--- src/rtl/imem_port_arbiter.sv ---
// Purpose : shares a single-port instruction memory between fetch (F) and a loader/debug port (L).
// Latency : grants are combinational; read data / write ack return exactly one cycle after the grant.
// Backpres: a requester holds its request stable until granted; F has priority, L is forced after STARVE_LIMIT losses.
//
// Ports:
//   clk, reset         - clock, synchronous active-low reset
//   f_req/f_addr       - fetch read request; f_flush kills the response of a grant made this cycle
//   f_gnt/fetch_stall  - fetch accepted / fetch requested but not accepted (combinational)
//   f_rvalid/f_rdata   - fetch response, one cycle after f_gnt
//   l_req/l_we/l_addr/l_wdata/l_lock - loader request; l_lock asks for exclusive ownership
//   l_gnt, l_rvalid/l_rdata, locked  - loader accepted, loader response, LOCKED state flag
//   mem_en/mem_we/mem_addr/mem_wdata/mem_rdata - single-port memory, 1-cycle read latency
//
// Optional build macro IMEM_FETCH_REUSE_EN adds a one-entry fetch buffer that serves a
// repeated fetch of the last delivered address without enabling the memory.

module imem_port_arbiter #(
  parameter int AW           = 32,
  parameter int DW           = 32,
  parameter int STARVE_LIMIT = 4,
  parameter int CNT_W        = 3
) (
  input  logic          clk,
  input  logic          reset,
  // fetch port
  input  logic          f_req,
  input  logic [AW-1:0] f_addr,
  input  logic          f_flush,
  output logic          f_gnt,
  output logic          f_rvalid,
  output logic [DW-1:0] f_rdata,
  output logic          fetch_stall,
  // loader port
  input  logic          l_req,
  input  logic          l_we,
  input  logic [AW-1:0] l_addr,
  input  logic [DW-1:0] l_wdata,
  input  logic          l_lock,
  output logic          l_gnt,
  output logic          l_rvalid,
  output logic [DW-1:0] l_rdata,
  output logic          locked,
  // memory
  output logic          mem_en,
  output logic          mem_we,
  output logic [AW-1:0] mem_addr,
  output logic [DW-1:0] mem_wdata,
  input  logic [DW-1:0] mem_rdata
);

  localparam logic [CNT_W-1:0] LIMIT = CNT_W'(STARVE_LIMIT);

  typedef enum logic {
    ST_RUN,
    ST_LOCKED
  } state_t;

  // Which port owns the data returning from the memory this cycle.
  // TAG_FBUF means the fetch is answered from the reuse buffer instead.
  typedef enum logic [1:0] {
    TAG_NONE,
    TAG_F,
    TAG_L,
    TAG_FBUF
  } tag_t;

  state_t           state;
  tag_t             tag;
  tag_t             tag_nxt;
  logic [CNT_W-1:0] starve_cnt;
  logic             starved;
  logic [AW-1:0]    addr_q;
  logic [DW-1:0]    wdata_q;
  logic             f_hit;
  logic [DW-1:0]    fbuf_data;

  assign starved = (starve_cnt == LIMIT);

  // ---------------------------------------------------------------------------
  // Grant logic. Everything is gated while reset is asserted so the memory
  // sees no access and no response can be scheduled.
  // ---------------------------------------------------------------------------
  always_comb begin
    f_gnt = 1'b0;
    l_gnt = 1'b0;
    if (reset) begin
      if (state == ST_LOCKED) begin
        l_gnt = l_req;
      end else begin
        f_gnt = f_req && !(l_req && starved);
        l_gnt = l_req && !f_gnt;
      end
    end
  end

  // Stall is meaningless during reset; keep it low there like every other output.
  assign fetch_stall = reset && f_req && !f_gnt;
  assign locked      = (state == ST_LOCKED);

  // ---------------------------------------------------------------------------
  // Optional fetch reuse buffer
  // ---------------------------------------------------------------------------
`ifdef IMEM_FETCH_REUSE_EN
  logic          buf_vld;
  logic [AW-1:0] buf_addr;
  logic [DW-1:0] buf_data;
  logic [AW-1:0] f_addr_q;

  assign f_hit     = f_gnt && buf_vld && (f_addr == buf_addr);
  assign fbuf_data = buf_data;

  always_ff @(posedge clk) begin
    if (!reset) begin
      buf_vld  <= 1'b0;
      buf_addr <= '0;
      buf_data <= '0;
      f_addr_q <= '0;
    end else begin
      if (f_gnt) begin
        f_addr_q <= f_addr;
      end
      // Invalidation beats capture: a response delivered in the same cycle as
      // a loader write may carry the pre-write contents of that address.
      if ((l_gnt && l_we) || (state == ST_RUN && l_lock)) begin
        buf_vld <= 1'b0;
      end else if (tag == TAG_F) begin
        buf_vld  <= 1'b1;
        buf_addr <= f_addr_q;
        buf_data <= mem_rdata;
      end
    end
  end
`else
  assign f_hit     = 1'b0;
  assign fbuf_data = '0;
`endif

  // ---------------------------------------------------------------------------
  // Memory drive. With no access the address/data buses keep their last value
  // so idle cycles do not toggle the memory inputs.
  // ---------------------------------------------------------------------------
  always_comb begin
    mem_en    = 1'b0;
    mem_we    = 1'b0;
    mem_addr  = addr_q;
    mem_wdata = wdata_q;
    if (f_gnt && !f_hit) begin
      mem_en   = 1'b1;
      mem_addr = f_addr;
    end else if (l_gnt) begin
      mem_en    = 1'b1;
      mem_we    = l_we;
      mem_addr  = l_addr;
      mem_wdata = l_wdata;
    end
  end

  // Response tag for next cycle; a flushed fetch schedules nothing.
  always_comb begin
    tag_nxt = TAG_NONE;
    if (f_gnt && !f_flush) begin
      tag_nxt = f_hit ? TAG_FBUF : TAG_F;
    end else if (l_gnt) begin
      tag_nxt = TAG_L;
    end
  end

  // ---------------------------------------------------------------------------
  // State, starvation counter, response tag and held memory buses
  // ---------------------------------------------------------------------------
  always_ff @(posedge clk) begin
    if (!reset) begin
      state      <= ST_RUN;
      starve_cnt <= '0;
      tag        <= TAG_NONE;
      addr_q     <= '0;
      wdata_q    <= '0;
    end else begin
      state <= l_lock ? ST_LOCKED : ST_RUN;
      // Counts only cycles where L asked and lost; any L grant or idle L clears it.
      // In LOCKED every L request is granted, so the counter stays at zero.
      if (l_req && !l_gnt) begin
        starve_cnt <= starve_cnt + CNT_W'(1);
      end else begin
        starve_cnt <= '0;
      end
      tag     <= tag_nxt;
      addr_q  <= mem_addr;
      wdata_q <= mem_wdata;
    end
  end

  // ---------------------------------------------------------------------------
  // Responses. Data is forced to zero when not valid to keep the buses quiet.
  // ---------------------------------------------------------------------------
  assign f_rvalid = (tag == TAG_F) || (tag == TAG_FBUF);
  assign l_rvalid = (tag == TAG_L);

  always_comb begin
    f_rdata = '0;
    if (tag == TAG_F) begin
      f_rdata = mem_rdata;
    end else if (tag == TAG_FBUF) begin
      f_rdata = fbuf_data;
    end
  end

  assign l_rdata = l_rvalid ? mem_rdata : '0;

endmodule

--- config.mk ---
export PLATFORM = sky130hd
export DESIGN_NAME = imem_port_arbiter
export DESIGN_NICKNAME = d
export VERILOG_FILES = /design/src/rtl/imem_port_arbiter.sv
export SDC_FILE = /design/constraint.sdc
export NUM_CORES = 1
export LEC_CHECK = 0
export CAP_MARGIN = 20
export CORE_UTILIZATION = 30
export CTS_CLUSTER_DIAMETER = 200
export DETAILED_ROUTE_END_ITERATION = 7
export PLACE_DENSITY = 0.78
export SLEW_MARGIN = 20
export SYNTH_ARGS = -nofsm -noshare
export SYNTH_HDL_FRONTEND = slang
export SYNTH_SLANG_ARGS = --single-unit
--- constraint.sdc ---
create_clock -name clk -period 2.1 [get_ports clk]
set_clock_uncertainty 0.15 [all_clocks]
set_input_delay 0.42 -clock clk [delete_from_list [all_inputs] [get_ports clk]]
set_output_delay 0.42 -clock clk [all_outputs]
set_load 0.01 [all_outputs]
==> flow_metrics.tcl, run 1 <==
set metrics [dict create \
    r2r_start "starve_cnt[1]" \
    period_needed_ns 2.76 \
    nNetsFinal 854 \
    fmax_ghz 0.362 \
    hpwl_mm 9.32 \
    n_fill_cell 838 \
    regArea_um2 1410 \
    max_slew_margin 0.640 \
    path_cells "inv_2 -> ha_4 -> buf_6 -> nand3_4 -> and3_4 -> buf_12 -> buf_6 -> buf_6 -> a222oi_1 -> inv_1 -> buf_2" \
    synthDominantCellAreaShare 0.418 \
    first_iter_violations 297 \
    p_int_mw 2.69 \
    clkLatencyLatePin_ns 0.35 \
    synthesis.nets 486 \
    critical_path.max_stage_delay_ns 0.34 \
    critPathArrivalTime_ns 2.19 \
    routed_wl_mm 15.3 \
    drtPass1Iterations 8 \
    initial_core_util 0.309 \
    synthTopCellsByCount "and2_1 (98), dfxtp_1 (70), inv_1 (37), nor2b_1 (35), a222oi_1 (32)" \
    boundaryPins 271 \
    synth-seq-cells 70 \
    portBuffers 270 \
    wl_per_cell_um 17.8 \
    power.density_nw_per_um2 490 \
    path_clk_slew_ns 0.08 \
    grt_setup_unrepaired "true" \
    end_kind "output pin" \
    hold_ws_ns 0.272 \
    grt_overflow_total 0 \
    hp-class "primary input to register" \
    cts_max_level 3 \
    swShare 0.264 \
    grt_max_degree 67 \
    multi_input_area_um2 1830 \
    r2r_slack_ns -0.42 \
    clockBufferDepth 2 \
    syn2layout_area_growth_pct 122 \
    min-delay-start "reset" \
    critPathTopFamily "buffers and inverters" \
    die_area_um2 11600 \
    crit_required_ns 1.53 \
    layout_setup_ws_ns -0.663 \
    status "finished, violations left" \
    switching_power_mw 0.964 \
    synthDistinctLibCells 22 \
    cts_tree "built" \
    vias 4090 \
    cts_root_buf "clkbuf_8" \
    grt_pass1_wl_mm 23.1 \
    power_frac_seq 0.388 \
    crit_fanout 8 \
    ys_seq_area_frac 0.418 \
    ys.flop_type "dfxtp_1" \
    cp-startpoint "starve_cnt[1]" \
    core_area_um2 10800 \
    async_reset_ff_frac 0 \
    drc 0 \
    worst-path-buf-inv 7 \
    cts_num_sinks 70 \
    final_antenna_net_count 0 \
    hold_buffers 0 \
    cp_slowest_cell "a222oi_1" \
    yosysWarnings 0 \
    fin_crit_sh 1.32 \
    synth_area_um2 3350 \
    worst_pin_slew_ns 0.541 \
    die_h_um 108 \
    synth_top_area_cell "dfxtp_1" \
    die_x_um 108 \
    worstSetupStartpointType "register" \
    ir_worst_vdd_uv 343 \
    p_clk_frac 0.273 \
    violations "negative setup slack" \
    syn_area_per_cell_um2 9.60 \
    setup.worst_path.class "register to output pin" \
    hold_violations 0 \
    setup_violations 70 \
    vias_per_cell 4.75 \
    leakage_nw 3.62 \
    antenna_found_initial 0 \
    synth.most_common_cell "and2_1" \
    cap_viol_max_count 0 \
    drive_gt1_frac 0.381 \
    synth_area_leaders "dfxtp_1 (42%), and2_1 (18%), a222oi_1 (9.6%)" \
    dp_slack_ns -0.918 \
    grt_usage 0.264 \
    synth_edf_count 0 \
    cts_made_buffers 9 \
    slew_viol_final 0 \
    place_congestion 0.894 \
    cpMostUsedCell "buf_6" \
    syn_inst 349 \
    core.rowCount 38 \
    first_global_vias 4546 \
    combinationalPowerShare 0.338 \
]
## power by group through the flow
stage	logic [mW]	clock network, mW	registers, mW
floorplan	0.359	0	1.44
CTS	1.32	1.02	1.42
global route	1.32	1.07	1.42
finish	1.23	0.998	1.42
global placement	0.987	0	1.44
detailed placement	1.00	0	1.44
## path summary, 6_finish.rpt
check	cells after the start	endpoint
worst min register to register	2	starve_cnt[0]
worst max register to register	16	addr_q[6]
worst max-delay path	11	mem_addr[30]
worst min-delay path	3	tag[1]
## state kept, by name, summed over array words and instances (netlist names)
signal and cells:
tag 2, starve_cnt 3, locked 1, addr_q 32, wdata_q 32
## cell usage in the layout, fill, tap and decap left out, types with 2 or more instances in the layout
master / Yosys / final
clkdlybuf4s50_1: 0 / 133
nor2_1: 3 / 3
dfxtp_2: 0 / 4
nor2b_1: 35 / 32
dfxtp_1: 70 / 65
a222oi_1: 32 / 32
clkbuf_8: 0 / 12
clkdlybuf4s15_1: 0 / 20
buf_6: 5 / 65
buf_8: 0 / 5
inv_2: 0 / 2
clkbuf_2: 0 / 24
nor2b_4: 1 / 3
clkbuf_16: 0 / 2
buf_2: 7 / 32
inv_1: 37 / 34
and2_1: 98 / 97
buf_16: 0 / 5
buf_12: 0 / 9
buf_4: 2 / 65
mux2_4: 6 / 32
dlygate4sd2_1: 0 / 24
## cell families (layout without fill, tap and decap cells)
family                     count (synthesis)  count (layout)  share of synthesized area
AOI/OAI and AO/OA                         36              36                      0.103
adders and majority gates                  2               2                    0.00747
other                                      0               1                          0
DFF                                       70              70                      0.418
muxes                                     32              32                      0.114
and+or+nand+nor                          143             143                      0.266
xor gates and xnor gates                   1               1                    0.00261
buffers and inverters                     65             436                     0.0889
## worst min-delay path, cell delays in order
cell and delay, ns:
buf_2 0.13, nand2_2 0.10, a21oi_1 0.06
## per-layer routing
| metal | part of all wire | wire length (um) | track usage |
|---|---|---|---|
| met5 | 0 | 0 | 0 |
| met3 | 0.074 | 1140 | 0.0502 |
| met1 | 0.35 | 5310 | 0.263 |
| met2 | 0.54 | 8290 | 0.508 |
| met4 | 0.039 | 601 | 0.148 |
## timing repair
| action | in CTS | in global routing |
|---|---|---|
| setup buffers | 117 | 32 |
| gates resized for setup | 453 | 116 |
| endpoints found under the setup margin | 134 | 136 |
| hold endpoints to repair | 0 | 0 |
| cloned | 9 | 2 |
| pin swaps | 20 | 28 |
## through the flow
step,cells,util,cell area (um^2),setup TNS (ns),power [mW]
floorplan,349,-,3350,0,1.80
global placement,764,0.589,6390,-62.96,2.43
detailed placement,764,0.589,6390,-67.87,2.45
CTS,904,0.713,7730,-36.59,3.75
global route,860,0.687,7450,-39.92,3.81
finish,861,0.687,7450,-34.03,3.65
## area by class of cell
cell class	instances	area share
diodes	1	0.000336
clock buffers	13	0.0227
clock inverters	1	0.000672
inverters	37	0.0190
multi-input cells	214	0.246
flip-flops and latches	70	0.189
well taps	140	0.0235
repair buffers	385	0.499
Note: power is estimated with default switching activity, not from simulation.
==> run 2, diff against run 1 <==
--- a/config.mk
+++ b/config.mk
@@ -10,6 +10,8 @@
 export CTS_CLUSTER_DIAMETER = 200
 export DETAILED_ROUTE_END_ITERATION = 7
 export PLACE_DENSITY = 0.78
+export SKIP_CTS_REPAIR_TIMING = 1
+export SKIP_LAST_GASP = 1
 export SLEW_MARGIN = 20
 export SYNTH_ARGS = -nofsm -noshare
 export SYNTH_HDL_FRONTEND = slang
==> flow_metrics.tcl, run 2 (synthesis gave the netlist of run 1 again) <==
set metrics [dict create \
    min-delay-start "reset" \
    portBuffers 270 \
    timing.rr.end "addr_q[25]" \
    finalSetupTns_ns -26.57 \
    min_to "tag[1]" \
    period_needed_ns 2.58 \
    violations "negative setup slack" \
    syn2layout_area_growth_pct 115 \
    nNetsFinal 807 \
    top_regs "addr_q (32), wdata_q (32), starve_cnt (3)" \
    worst-r2r-cell-count 10 \
    n_fill_cell 860 \
    layout_setup_ws_ns -0.482 \
    end_kind "output pin" \
    hold_violations 0 \
    cts_tree "built" \
    drc 0 \
    drive_gt1_frac 0.296 \
    first_global_vias 3620 \
    switching_power_mw 0.915 \
    fin_crit_sh 1.23 \
    final_antenna_net_count 0 \
    boundaryPins 271 \
    leakage_nw 4.35 \
    multi_input_area_um2 1810 \
    fin_cells 814 \
    p_clk_frac 0.281 \
    grt_pass1_wl_mm 17.7 \
    power.density_nw_per_um2 486 \
    grt_max_degree 67 \
    place_congestion 0.894 \
    die_area_um2 11600 \
    hpwl_mm 9.32 \
    crit_fanout 7 \
    drtPass1Iterations 5 \
    r2r_slack_ns 0.12 \
    layout_common_cells "clkdlybuf4s50_1 (133), and2_1 (98), dlymetal6s2s_1 (68), dfxtp_1 (65), buf_4 (45)" \
    path_clk_slew_ns 0.07 \
    r2r_start "starve_cnt[1]" \
    first_iter_violations 277 \
    status "finished, violations left" \
    place_inst 764 \
    antenna_found_initial 0 \
    fin_util 0.665 \
    grt_usage 0.199 \
    vias 3865 \
    initial_core_util 0.309 \
    worst_pin_slew_ns 0.433 \
    wl_per_cell_um 18.1 \
    hp-class "primary input to register" \
    clkLatencyLatePin_ns 0.34 \
    core.rowCount 38 \
    max_slew_margin 0.711 \
    regArea_um2 1410 \
    cts_max_level 3 \
    power_frac_seq 0.404 \
    slew_viol_final 0 \
    grt_overflow_total 0 \
    cts_made_buffers 9 \
    cts_num_sinks 70 \
    setup_violations 66 \
    cts_root_buf "clkbuf_8" \
    cap_viol_max_count 0 \
    critPathArrivalTime_ns 2.01 \
    routed_wl_mm 14.8 \
    setup.worst_path.class "register to output pin" \
    clockBufferDepth 2 \
    combinationalPowerShare 0.315 \
    worstSetupStartpointType "register" \
    swShare 0.261 \
    die_x_um 108 \
    grt_setup_unrepaired "true" \
    ir_worst_vdd_uv 372 \
    fmax_ghz 0.387 \
    worstHoldPathCells 3 \
    core_area_um2 10800 \
    vias_per_cell 4.75 \
    crit_required_ns 1.53 \
    layout_commonest_cell "clkdlybuf4s50_1" \
    die_h_um 108 \
    p_int_mw 2.59 \
]
run 2: cell types whose count changed in the layout (fill, tap and decap cells not counted), sizes merged:
cell           change
clkbuf            +16
dlymetal6s2s      +68
buf               -86
bufbuf             -1
dlygate4sd2       -24
clkdlybuf4s15     -20
run 2: worst max-delay path by stage:
stage                          endpoint           from  slack, ns
after CTS                  mem_addr[25]          f_req      -0.93
final                      mem_wdata[7]  starve_cnt[1]      -0.48
after floorplan             mem_addr[0]  starve_cnt[0]       0.02
after global placement    mem_wdata[25]          l_req      -0.85
after detailed placement   mem_addr[25]          f_req      -0.92
after global routing        mem_addr[5]  starve_cnt[0]      -0.58
run 2: per-stage QoR:
stage	hold WS [ns]	area [um^2]	setup WS [ns]	power (mW)
floorplan	0.267	3350	0.0200	1.80
finish	0.281	7210	-0.482	3.51
global placement	0.344	6390	-0.853	2.43
detailed placement	0.359	6390	-0.918	2.45
CTS	0.306	6560	-0.934	3.44
global route	0.308	7210	-0.579	3.66
run 2: area by class of cell:
type,instances,area share
Antenna cell,1,0.000347
Clock buffer,13,0.0234
Clock inverter,1,0.000694
Inverter,37,0.0193
Multi-Input combinational cell,214,0.251
Sequential cell,70,0.195
Tap cell,140,0.0243
Timing Repair Buffer,338,0.486
run 2: power groups by stage:
stage	sequential, mW	clock (mW)	combinational (mW)
5_1_grt	1.42	1.07	1.17
3_3_place_gp	1.44	0	0.987
4_1_cts	1.41	1.02	1.01
2_1_floorplan	1.44	0	0.359
6_report	1.42	0.986	1.11
3_5_place_dp	1.44	0	1.00
run 2: routing by layer:
metal	track usage	part of all wire	vias up
met2	0.376	0.54	192
met3	0.0430	0.073	31
met4	0.107	0.030	0
met5	0	0	-
li1	-	-	1811
met1	0.201	0.36	1831
run 2: worst max-delay path, cell delays in order, from the launching register on:
cell and delay, ns:
dfxtp_2 0.33, inv_2 0.06, ha_4 0.15, nand2_4 0.06, a21oi_4 0.19, buf_12 0.16, buf_4 0.12, clkbuf_16 0.15
mux2_4 0.32, buf_6 0.13
==> run 3, diff against run 2 <==
--- a/config.mk
+++ b/config.mk
@@ -7,6 +7,7 @@
 export LEC_CHECK = 0
 export CAP_MARGIN = 20
 export CORE_UTILIZATION = 30
+export CTS_BUF_LIST = sky130_fd_sc_hd__clkbuf_4 sky130_fd_sc_hd__clkbuf_8 sky130_fd_sc_hd__clkbuf_16
 export CTS_CLUSTER_DIAMETER = 200
 export DETAILED_ROUTE_END_ITERATION = 7
 export PLACE_DENSITY = 0.78
==> flow_metrics.tcl, run 3 (synthesis gave the netlist of run 1 again) <==
set metrics [dict create \
    clkLatencyLatePin_ns 0.34 \
    first_global_vias 3620 \
    critPathArrivalTime_ns 2.01 \
    syn2layout_area_growth_pct 115 \
    hpwl_mm 9.32 \
    hold_violations 0 \
    first_iter_violations 303 \
    crit_end "mem_wdata[7]" \
    grt_usage 0.199 \
    worstSetupStartpointType "register" \
    leakage_nw 4.36 \
    routed_wl_mm 14.8 \
    max_slew_margin 0.714 \
    n_fill_cell 859 \
    cts_num_sinks 70 \
    fin_crit_sh 1.23 \
    grt_pass1_wl_mm 17.7 \
    drc 0 \
    place_congestion 0.894 \
    r2r_start "starve_cnt[1]" \
    cp.depth 9 \
    boundaryPins 271 \
    worstHoldPathCells 3 \
    vias 3860 \
    setup.worst_path.class "register to output pin" \
    core.rowCount 38 \
    layout_commonest_cell "clkdlybuf4s50_1" \
    cts_tree "built" \
    swShare 0.260 \
    ir_worst_vdd_uv 370 \
    fmax_ghz 0.387 \
    die_h_um 108 \
    crit_fanout 7 \
    core_area_um2 10800 \
    cp_slowest_cell "dfxtp_2" \
    worst-path-buf-inv 5 \
    portBuffers 270 \
    grt_setup_unrepaired "true" \
    switching_power_mw 0.916 \
    cts_max_level 3 \
    path_clk_slew_ns 0.07 \
    worst_pin_slew_ns 0.429 \
    clockBufferDepth 2 \
    layout_setup_ws_ns -0.481 \
    drive_gt1_frac 0.297 \
    antenna_found_initial 0 \
    power_frac_seq 0.402 \
    final_antenna_net_count 0 \
    period_needed_ns 2.58 \
    layout_common_cells "clkdlybuf4s50_1 (133), and2_1 (98), dlymetal6s2s_1 (68), dfxtp_1 (65), buf_4 (45)" \
    drtPass1Iterations 5 \
    critical_path.max_stage_delay_ns 0.33 \
    r2r_slack_ns 0.11 \
    die_area_um2 11600 \
    setup_violations 66 \
    vias_per_cell 4.74 \
    cap_viol_max_count 0 \
    place_inst 764 \
    path_cells "inv_2 -> ha_4 -> nand2_4 -> a21oi_4 -> buf_12 -> buf_4 -> clkbuf_16 -> mux2_4 -> buf_6" \
    hp-class "primary input to register" \
    grt_max_degree 67 \
    p_clk_frac 0.284 \
    fin_cells 814 \
    end_kind "output pin" \
    combinationalPowerShare 0.314 \
    wl_per_cell_um 18.1 \
    timing.rr.end "addr_q[25]" \
    cts_root_buf "clkbuf_8" \
    critPathTopFamily "buffers and inverters" \
    status "finished, violations left" \
    grt_overflow_total 0 \
    slew_viol_final 0 \
    p_int_mw 2.61 \
    crit_required_ns 1.53 \
    die_x_um 108 \
    cp-startpoint "starve_cnt[1]" \
    hold_ws_ns 0.277 \
    cts_made_buffers 9 \
    violations "negative setup slack" \
    power.density_nw_per_um2 488 \
    nNetsFinal 807 \
    worst-r2r-cell-count 10 \
    initial_core_util 0.309 \
    top_regs "addr_q (32), wdata_q (32), starve_cnt (3)" \
]
[run 3: changes by cell type in the layout (fill, tap and decap cells not counted)]
cell / delta
clkbuf_4: +1
clkbuf_1: -1
[run 3: how the worst min path moves through the flow]
| stage | start | endpoint | slack (ns) |
|---|---|---|---|
| final | reset | tag[1] | 0.28 |
| after CTS | reset | tag[1] | 0.31 |
| after global routing | reset | tag[1] | 0.31 |
| after detailed placement | starve_cnt[0] | starve_cnt[0] | 0.36 |
| after floorplan | starve_cnt[0] | starve_cnt[0] | 0.27 |
| after global placement | starve_cnt[0] | starve_cnt[0] | 0.34 |
[run 3: final cells by class]
cell class	instances	area, um^2	area share
antenna	1	2.50	0.000347
timing repair buffer	338	3510	0.486
sequential	70	1410	0.195
clock inverter	1	5.00	0.000693
tap	140	175	0.0243
multi-input combinational	214	1810	0.251
inverter	37	139	0.0192
clock buffer	13	173	0.0239
[run 3: worst reg2reg max path, cell delays in order, from the launching register on]
cell and delay (ns):
dfxtp_2 0.34, inv_2 0.04, ha_4 0.16, nand2_4 0.07
a21oi_4 0.07, buf_6 0.14, clkbuf_16 0.17, a222oi_1 0.45
buf_4 0.18, buf_4 0.09, nor2b_1 0.03
[run 3: per-stage QoR]
stage / total power, mW / area [um^2] / setup TNS, ns / util / setup WS, ns
final: 3.52 / 7220 / -26.48 / 0.666 / -0.481
after global routing: 3.68 / 7210 / -32.04 / 0.666 / -0.570
after CTS: 3.45 / 6560 / -72.94 / 0.605 / -0.934
after detailed placement: 2.45 / 6390 / -67.87 / 0.589 / -0.918
after global placement: 2.43 / 6390 / -62.96 / 0.589 / -0.853
after floorplan: 1.80 / 3350 / 0 / - / 0.0200
[run 3: per-layer routing]
layer	routed length, um	global-route usage	up-vias
met5	0	0	-
met4	446	0.107	0
met3	1090	0.0430	31
met2	7920	0.376	196
met1	5300	0.201	1826
li1	-	-	1807
[run 3: power by group through the flow]
stage	logic (mW)	registers (mW)	clock network, mW
final	1.10	1.42	1.00
after global routing	1.17	1.42	1.09
after CTS	1.01	1.41	1.03
after detailed placement	1.00	1.44	0
after global placement	0.987	1.44	0
after floorplan	0.359	1.44	0
